===== config.mk =====
export PLATFORM = sky130hd
export DESIGN_NAME = voxel_write_scheduler
export DESIGN_NICKNAME = d
export VERILOG_FILES = /design/src/rtl/voxel_wsched_pkg.sv /design/src/rtl/voxel_wsched_starve_ctr.sv /design/src/rtl/voxel_write_scheduler.sv
export SDC_FILE = /design/constraint.sdc
export NUM_CORES = 1
export LEC_CHECK = 0
export CAP_MARGIN = 10
export CORE_AREA = 2 2 144 146
export CTS_BUF_LIST = sky130_fd_sc_hd__clkbuf_16
export DETAILED_ROUTE_END_ITERATION = 16
export DIE_AREA = 0 0 146 148
export GPL_TIMING_DRIVEN = 0
export PLACE_DENSITY = 0.66
export SLEW_MARGIN = 20
export SYNTH_ARGS = -nofsm -noshare
export SYNTH_HDL_FRONTEND = slang
export SYNTH_HIERARCHICAL = 1
export SYNTH_SLANG_ARGS = --single-unit

===== constraint.sdc =====
create_clock -name clk -period 8.58 [get_ports clk]
set_input_delay 1.716 -clock clk [delete_from_list [all_inputs] [get_ports clk]]
set_output_delay 1.716 -clock clk [all_outputs]
set_load 0.1 [all_outputs]

===== src/rtl/voxel_wsched_pkg.sv =====
// Shared types for the voxel write scheduler: requester indices and the
// default-width write request record used by neighbouring blocks.
package voxel_wsched_pkg;

  localparam int ADDR_W_DEF = 18;
  localparam int DATA_W_DEF = 64;

  // Requester index; REQ_NONE marks a cycle with no grant.
  typedef enum logic [1:0] {
    REQ_DBG  = 2'd0,
    REQ_EDIT = 2'd1,
    REQ_GEN  = 2'd2,
    REQ_NONE = 2'd3
  } req_e;

  // One voxel word write at the default widths.
  typedef struct packed {
    logic [ADDR_W_DEF-1:0] addr;
    logic [DATA_W_DEF-1:0] data;
  } wreq_t;

endpackage


===== src/rtl/voxel_wsched_starve_ctr.sv =====
// Saturating wait counter for one lower-priority requester. Counts cycles
// spent valid, eligible and not granted; promote_o is high once the count
// reaches LIMIT. Clears on grant or when valid drops; holds while ineligible.
module voxel_wsched_starve_ctr #(
  parameter int LIMIT = 16
) (
  input  logic clk,
  input  logic rst,
  input  logic valid_i,
  input  logic eligible_i,
  input  logic granted_i,
  output logic promote_o
);

  localparam int W = $clog2(LIMIT + 1);

  logic [W-1:0] cnt_q;
  logic [W-1:0] cnt_d;

  // Next count: clear, hold, or saturating increment.
  always_comb begin
    cnt_d = cnt_q;
    if (!valid_i || granted_i) begin
      cnt_d = '0;
    end else if (eligible_i && (cnt_q != W'(LIMIT))) begin
      cnt_d = cnt_q + W'(1);
    end
  end

  // Counter register.
  always_ff @(posedge clk or posedge rst) begin
    if (rst) begin
      cnt_q <= '0;
    end else begin
      cnt_q <= cnt_d;
    end
  end

  assign promote_o = (cnt_q == W'(LIMIT));

endmodule


===== src/rtl/voxel_write_scheduler.sv =====
// Arbitrates the single voxel_memory_64 write port among host debug, edit
// engine and world_gen writers. Edit writes are held off while a frame
// renders (when cfg_frame_gate is set) so a frame never sees mixed geometry.
// Optional build macro VOXEL_WSCHED_STARVE_GUARD_EN adds anti-starvation
// promotion for the edit and gen requesters.
//
// Handshake: a transfer happens in a cycle where valid && ready; ready is
// combinational from the current valids, at most one ready is high per
// cycle, and a requester must hold addr/data stable while valid && !ready.
module voxel_write_scheduler
  import voxel_wsched_pkg::*;
#(
  parameter int ADDR_W       = ADDR_W_DEF,
  parameter int DATA_W       = DATA_W_DEF,
  parameter int STARVE_LIMIT = 16,
  parameter int CNT_W        = 32
) (
  input  logic              clk,
  input  logic              rst,
  input  logic              dbg_valid,
  output logic              dbg_ready,
  input  logic [ADDR_W-1:0] dbg_addr,
  input  logic [DATA_W-1:0] dbg_data,
  input  logic              edit_valid,
  output logic              edit_ready,
  input  logic [ADDR_W-1:0] edit_addr,
  input  logic [DATA_W-1:0] edit_data,
  input  logic              gen_valid,
  output logic              gen_ready,
  input  logic [ADDR_W-1:0] gen_addr,
  input  logic [DATA_W-1:0] gen_data,
  input  logic              frame_busy,
  input  logic              cfg_frame_gate,
  output logic              mem_write_en,
  output logic [ADDR_W-1:0] mem_write_addr,
  output logic [DATA_W-1:0] mem_write_data,
  output logic              hold_frame_start,
  output logic [CNT_W-1:0]  writes_committed,
  output logic              idle
);

  logic              edit_elig;
  logic              edit_promote;
  logic              gen_promote;
  req_e              grant;
  logic [ADDR_W-1:0] sel_addr;
  logic [DATA_W-1:0] sel_data;

  logic              mem_write_en_q;
  logic [ADDR_W-1:0] mem_write_addr_q;
  logic [DATA_W-1:0] mem_write_data_q;
  logic [CNT_W-1:0]  writes_committed_q;

  // Edit is gated combinationally, so dropping the gate frees it same-cycle.
  assign edit_elig = !(cfg_frame_gate && frame_busy);

`ifdef VOXEL_WSCHED_STARVE_GUARD_EN
  voxel_wsched_starve_ctr #(.LIMIT(STARVE_LIMIT)) u_edit_ctr (
    .clk        (clk),
    .rst        (rst),
    .valid_i    (edit_valid),
    .eligible_i (edit_elig),
    .granted_i  (grant == REQ_EDIT),
    .promote_o  (edit_promote)
  );

  voxel_wsched_starve_ctr #(.LIMIT(STARVE_LIMIT)) u_gen_ctr (
    .clk        (clk),
    .rst        (rst),
    .valid_i    (gen_valid),
    .eligible_i (1'b1),
    .granted_i  (grant == REQ_GEN),
    .promote_o  (gen_promote)
  );
`else
  logic unused_starve_limit;
  assign unused_starve_limit = (STARVE_LIMIT > 0);
  assign edit_promote = 1'b0;
  assign gen_promote  = 1'b0;
`endif

  // Grant selection: starved requesters first (edit before gen), then
  // fixed priority dbg > edit > gen. Nothing is granted during reset.
  always_comb begin
    grant = REQ_NONE;
    if (!rst) begin
      if (edit_promote && edit_valid && edit_elig) begin
        grant = REQ_EDIT;
      end else if (gen_promote && gen_valid) begin
        grant = REQ_GEN;
      end else if (dbg_valid) begin
        grant = REQ_DBG;
      end else if (edit_valid && edit_elig) begin
        grant = REQ_EDIT;
      end else if (gen_valid) begin
        grant = REQ_GEN;
      end
    end
  end

  // Address/data mux for the granted requester.
  always_comb begin
    sel_addr = '0;
    sel_data = '0;
    case (grant)
      REQ_DBG: begin
        sel_addr = dbg_addr;
        sel_data = dbg_data;
      end
      REQ_EDIT: begin
        sel_addr = edit_addr;
        sel_data = edit_data;
      end
      REQ_GEN: begin
        sel_addr = gen_addr;
        sel_data = gen_data;
      end
      default: begin
        sel_addr = '0;
        sel_data = '0;
      end
    endcase
  end

  assign dbg_ready  = (grant == REQ_DBG);
  assign edit_ready = (grant == REQ_EDIT);
  assign gen_ready  = (grant == REQ_GEN);

  assign hold_frame_start = !rst && cfg_frame_gate && edit_valid && !edit_ready;

  // Output stage and committed-write counter; a reset drops any write in flight.
  always_ff @(posedge clk or posedge rst) begin
    if (rst) begin
      mem_write_en_q     <= 1'b0;
      mem_write_addr_q   <= '0;
      mem_write_data_q   <= '0;
      writes_committed_q <= '0;
    end else begin
      mem_write_en_q <= (grant != REQ_NONE);
      if (grant != REQ_NONE) begin
        mem_write_addr_q   <= sel_addr;
        mem_write_data_q   <= sel_data;
        writes_committed_q <= writes_committed_q + CNT_W'(1);
      end
    end
  end

  assign mem_write_en     = mem_write_en_q;
  assign mem_write_addr   = mem_write_addr_q;
  assign mem_write_data   = mem_write_data_q;
  assign writes_committed = writes_committed_q;

  assign idle = !(dbg_valid || edit_valid || gen_valid) && !mem_write_en_q;

endmodule


# ---- Word-level counts from Yosys, hierarchy flattened
# Cells that the tools add are included.
dict set report totals {
  ff_bits 115
  inputBits 253
  elab_cells 28
}
dict set report op_classes {
  n_addsub 1
  n_eq_ne 3
  n_mux 6
  reduce_logical 14
}
# op count
set ops {}
lappend ops {{$pmux W64 S3} 1}
lappend ops {{$pmux W18 S3} 1}
lappend ops {{$add A32 B1 Y32 const B} 1}
lappend ops {{$logic_and A1 B1 Y1} 6}
lappend ops {{$mux W2} 3}
lappend ops {{$logic_not A1 Y1} 5}
lappend ops {{$eq A2 B1 Y1 const B} 1}
lappend ops {{$eq A2 B2 Y1 const B} 1}
lappend ops {{$logic_not A2 Y1} 1}
lappend ops {{$logic_or A1 B1 Y1} 2}
lappend ops {{$ne A2 B2 Y1 const B} 1}
lappend ops {{$mux W1} 1}

# ---- Logic depth before layout (Yosys ltp)
dict set report depth {
  word_depth 9
  depth_mapped 7
  mapped_depth_nobuf 6
}

# ---- Least setup slack after synthesis
# Ideal clock, no wire load.
dict set report synth_timing {
  path_type {in2out}
  start {in rst}
  end {out hold_frame_start}
  arrival_ns 6.827
  required_ns 6.864
  setup_slack_ns 0.037
  stages 4
  n_path_buf 2
  cell_sequence {clkbuf_1 inv_1 clkbuf_1 and4_1}
}
dict set report synth_via {
  elab_chain_len 4
  elab_cells_between_ends 7
}
# element line
set synth_lines {}
lappend synth_lines {{start, declared} voxel_write_scheduler.sv:19} ;# input logic rst,
lappend synth_lines {{$mux W2 or $logic_not A1 Y1 (tied branches)} --}
lappend synth_lines {{$eq A2 B1 Y1 or $logic_and A1 B1 Y1 (tied branches)} {voxel_write_scheduler.sv:126, voxel_write_scheduler.sv:129}}
lappend synth_lines {{$logic_not A1 Y1 or $logic_and A1 B1 Y1 (tied branches)} voxel_write_scheduler.sv:129} ;# assign hold_frame_start = !rst && cfg_frame_gate && edit_valid && !edit_ready;
lappend synth_lines {{$logic_and A1 B1 Y1 *} voxel_write_scheduler.sv:129}
lappend synth_lines {{end, declared} voxel_write_scheduler.sv:37} ;# output logic hold_frame_start,
# Mark *: on every way between the ends. The rest lies on a longest branch, timed or not.

# ---- Worst setup path in the final report
dict set report layout_timing {
  start {in cfg_frame_gate}
  end {out hold_frame_start}
}
dict set report layout_via {
  elab_chain_len 9
  elab_cells_between_ends 11
}
# element line
set layout_lines {}
lappend layout_lines {{start, declared} voxel_write_scheduler.sv:33} ;# input logic cfg_frame_gate,
lappend layout_lines {{$logic_and A1 B1 Y1} voxel_write_scheduler.sv:55} ;# assign edit_elig = !(cfg_frame_gate && frame_busy);
lappend layout_lines {{$logic_not A1 Y1} voxel_write_scheduler.sv:55}
lappend layout_lines {{$logic_and A1 B1 Y1} voxel_write_scheduler.sv:93} ;# end else if (edit_valid && edit_elig) begin
lappend layout_lines {{$mux W2} voxel_write_scheduler.sv:93}
lappend layout_lines {{$mux W2} voxel_write_scheduler.sv:91} ;# end else if (dbg_valid) begin
lappend layout_lines {{$mux W2} voxel_write_scheduler.sv:86} ;# if (!rst) begin
lappend layout_lines {{$eq A2 B1 Y1} voxel_write_scheduler.sv:126} ;# assign edit_ready = (grant == REQ_EDIT);
lappend layout_lines {{$logic_not A1 Y1} voxel_write_scheduler.sv:129}
lappend layout_lines {{$logic_and A1 B1 Y1 *} voxel_write_scheduler.sv:129}
# Marked as above.

==> results.toml <==
[sta]
skew_ns = 0.00960
relSlewSlack_pct = 29.5
timing.final.crit_share_pct = 78.4
hold_violations = 0
clock.fmax_mhz = 149
worst_slew_pin_slew_ns = 1.05
fin_hold_ws_ns = 0.465
final-setup-viol-count = 0
fin_crit_ns = 6.73
maxSlewViolCount = 0
rsz0062_at_grt = "false"
fin_ws_ns = 1.85

[hold_path]
holdPathStages = 1
hold_class = "reg -> reg"
worstHoldEndpoint = "writes_committed[31]$_DFFE_PP0P_"
hold_start = "writes_committed[31]$_DFFE_PP0P_"

[detailed_routing]
viasPerCell = 5.20
drc_errors = 0
vias = 6699
drtPass1Iterations = 5
wl_per_cell_um = 19.9
antenna_left = 0
wirelength_um = 25600
drtIter0Drc = 272

[yosys]
syn_nets = 868
synth.most_common_cell = "dfrtp_1"
synth-seq-area-share_pct = 49.8
synth_async_sr_flop_share_pct = 100
synth_area_um2 = 5780
synth_area_leaders = "dfrtp_1, a221oi_1, o22ai_1"
synth_edf_count = 0
netlist_instances = 614
synth.distinct_cells = 30
syn_avg_cell_area_um2 = 9.42
synth_common_cells = "dfrtp_1, nor2_1, a21oi_1"
synth_top_area_cell = "dfrtp_1"
synth-main-ff-cell = "dfrtp_1"
netlist.area_leader.share_pct = 49.8
ys_seq_elements = 115
yosysWarnings = 6

[floorplanning]
initial_core_util_pct = 28.9
fp-row-count = 52
die_w_um = 146
core_region_area_um2 = 20000
die_area_um2 = 21600
fp.dieH_um = 148
pin_count = 373

[setup_path]
rr_worst_depth = 5
critPathArrivalTime_ns = 5.01
regToRegSetupSlack_ns = 6.53
crit_path_end_kind = "primary output"
cp-start-kind = "input pin"
timing.rr.start = "writes_committed[13]$_DFFE_PP0P_"
cp.required_ns = 6.86
worstPathMaxFanout = 10
criticalPathCategory = "in -> out"
worstReg2RegEnd = "writes_committed[29]$_DFFE_PP0P_"

[layout]
antenna_cells = 0
area_growth_pct = 81.1
nNetsFinal = 1260
fin_util_pct = 52.3
fill_cells = 1874
drive_gt1_share_pct = 3.53

[clock_tree]
post_cts_resized = 0
clkLatencyLatePin_ns = 0.40
clock-root-buffer = "clkbuf_16"
clk_path_buf_depth = 2
clk_pin_slew_ns = 0.05
cts_buffers = 17
cts_setup_buffers = 0
hold_buffers = 0
cts_tree = "built"
htreeDepth = 4
cts.sinks = 115

[global_route]
grt_pass1_vias = 6869
grt.total_usage_pct = 23.1
grt-ovfl-total = 0
antenna_found_initial = 1
grt_max_degree = 49
grt_pass1_wl_um = 38900

[place]
place_congestion = 0.829
dp_hpwl_um = 19400
dp_slack_ns = 1.85
io_buffers = 371

[pwr]
leakagePower_nw = 4.03
irDropWorstVdd_mv = 0.105
p_per_area_nw_per_um2 = 229
power_mw = 2.40

[status]
run_status = "completed"

[job]
max_cap_violations = 0
worst max path at each step:
stage / depth (start not counted) / to / from
CTS: 7 / hold_frame_start / cfg_frame_gate
detailed placement: 7 / hold_frame_start / cfg_frame_gate
floorplan: 4 / hold_frame_start / rst
global placement: 5 / hold_frame_start / rst
finish: 7 / hold_frame_start / cfg_frame_gate
global route: 7 / hold_frame_start / edit_valid
worst max-delay path, stage by stage:
cell,delay [ns]
clkdlybuf4s50_1,0.51
a21bo_4,0.18
nand2b_1,0.18
clkbuf_1,0.51
buf_1,0.50
and4_1,0.26
clkdlybuf4s50_1,1.14
cell families after synthesis:
kind of cell | synth area share (%)
AO/OA/AOI/OAI | 29.4
buffers and inverters | 3.92
flip-flops | 49.8
AND/OR/NAND/NOR | 12.1
adder cells (fa/ha/maj) | 0.216
XOR/XNOR | 4.69
stage by stage:
step           area [um2]  cells  TNS, ns
5_1_grt             10500   1289        0
2_1_floorplan        5780    614        0
3_3_place_gp         9830   1255   -37.67
3_5_place_dp         9900   1257        0
6_report            10500   1289        0
4_1_cts             10500   1289        0
layout make-up:
class / count / area (um2) / share of cell area [%]
buffer: 55 / 211 / 2.02
timing repair buffer: 373 / 3770 / 36.0
sequential: 115 / 2880 / 27.5
inverter: 5 / 18.8 / 0.179
clock inverter: 15 / 153 / 1.46
clock buffer: 17 / 425 / 4.06
multi-input combinational: 439 / 2680 / 25.6
tap: 270 / 338 / 3.23
where the power goes:
part / internal [mW] / switching [mW]
clock network: 0.448 / 0.250
registers: 0.614 / 0.0517
logic: 0.299 / 0.737
layout by cell type (no fill, tap or decap), types with 3 or more instances in the layout:
master / synthesis / routed
nor3_1: 7 / 7
bufinv_16: 0 / 3
a21oi_1: 83 / 82
clkbuf_16: 0 / 17
inv_1: 4 / 9
and3_1: 5 / 5
nor4_1: 3 / 3
and4_1: 3 / 3
a221oi_1: 82 / 82
o22ai_1: 82 / 82
nand2_1: 19 / 19
clkbuf_1: 49 / 48
dfrtp_1: 115 / 115
nand4_1: 5 / 5
xor2_1: 11 / 11
nor2_1: 92 / 92
clkinvlp_4: 0 / 4
clkdlybuf4s50_1: 0 / 371
xnor2_1: 20 / 20
buf_1: 5 / 5
and2_1: 3 / 3
nand3_1: 14 / 14
routing by layer:
layer / part of all wire, % / routed length [um] / global-route usage (%)
met5: 0 / 0 / 0
met4: 1.2 / 299 / 5.39
met3: 7.6 / 1960 / 7.35
met2: 52 / 13200 / 40.8
met1: 40 / 10100 / 27.5
state kept, by name (all words and copies together) (netlist names):
register and cells:
mem_write_addr 18, mem_write_data 64, mem_write_en 1, writes_committed 32
Power figures use the tool's default switching activity.
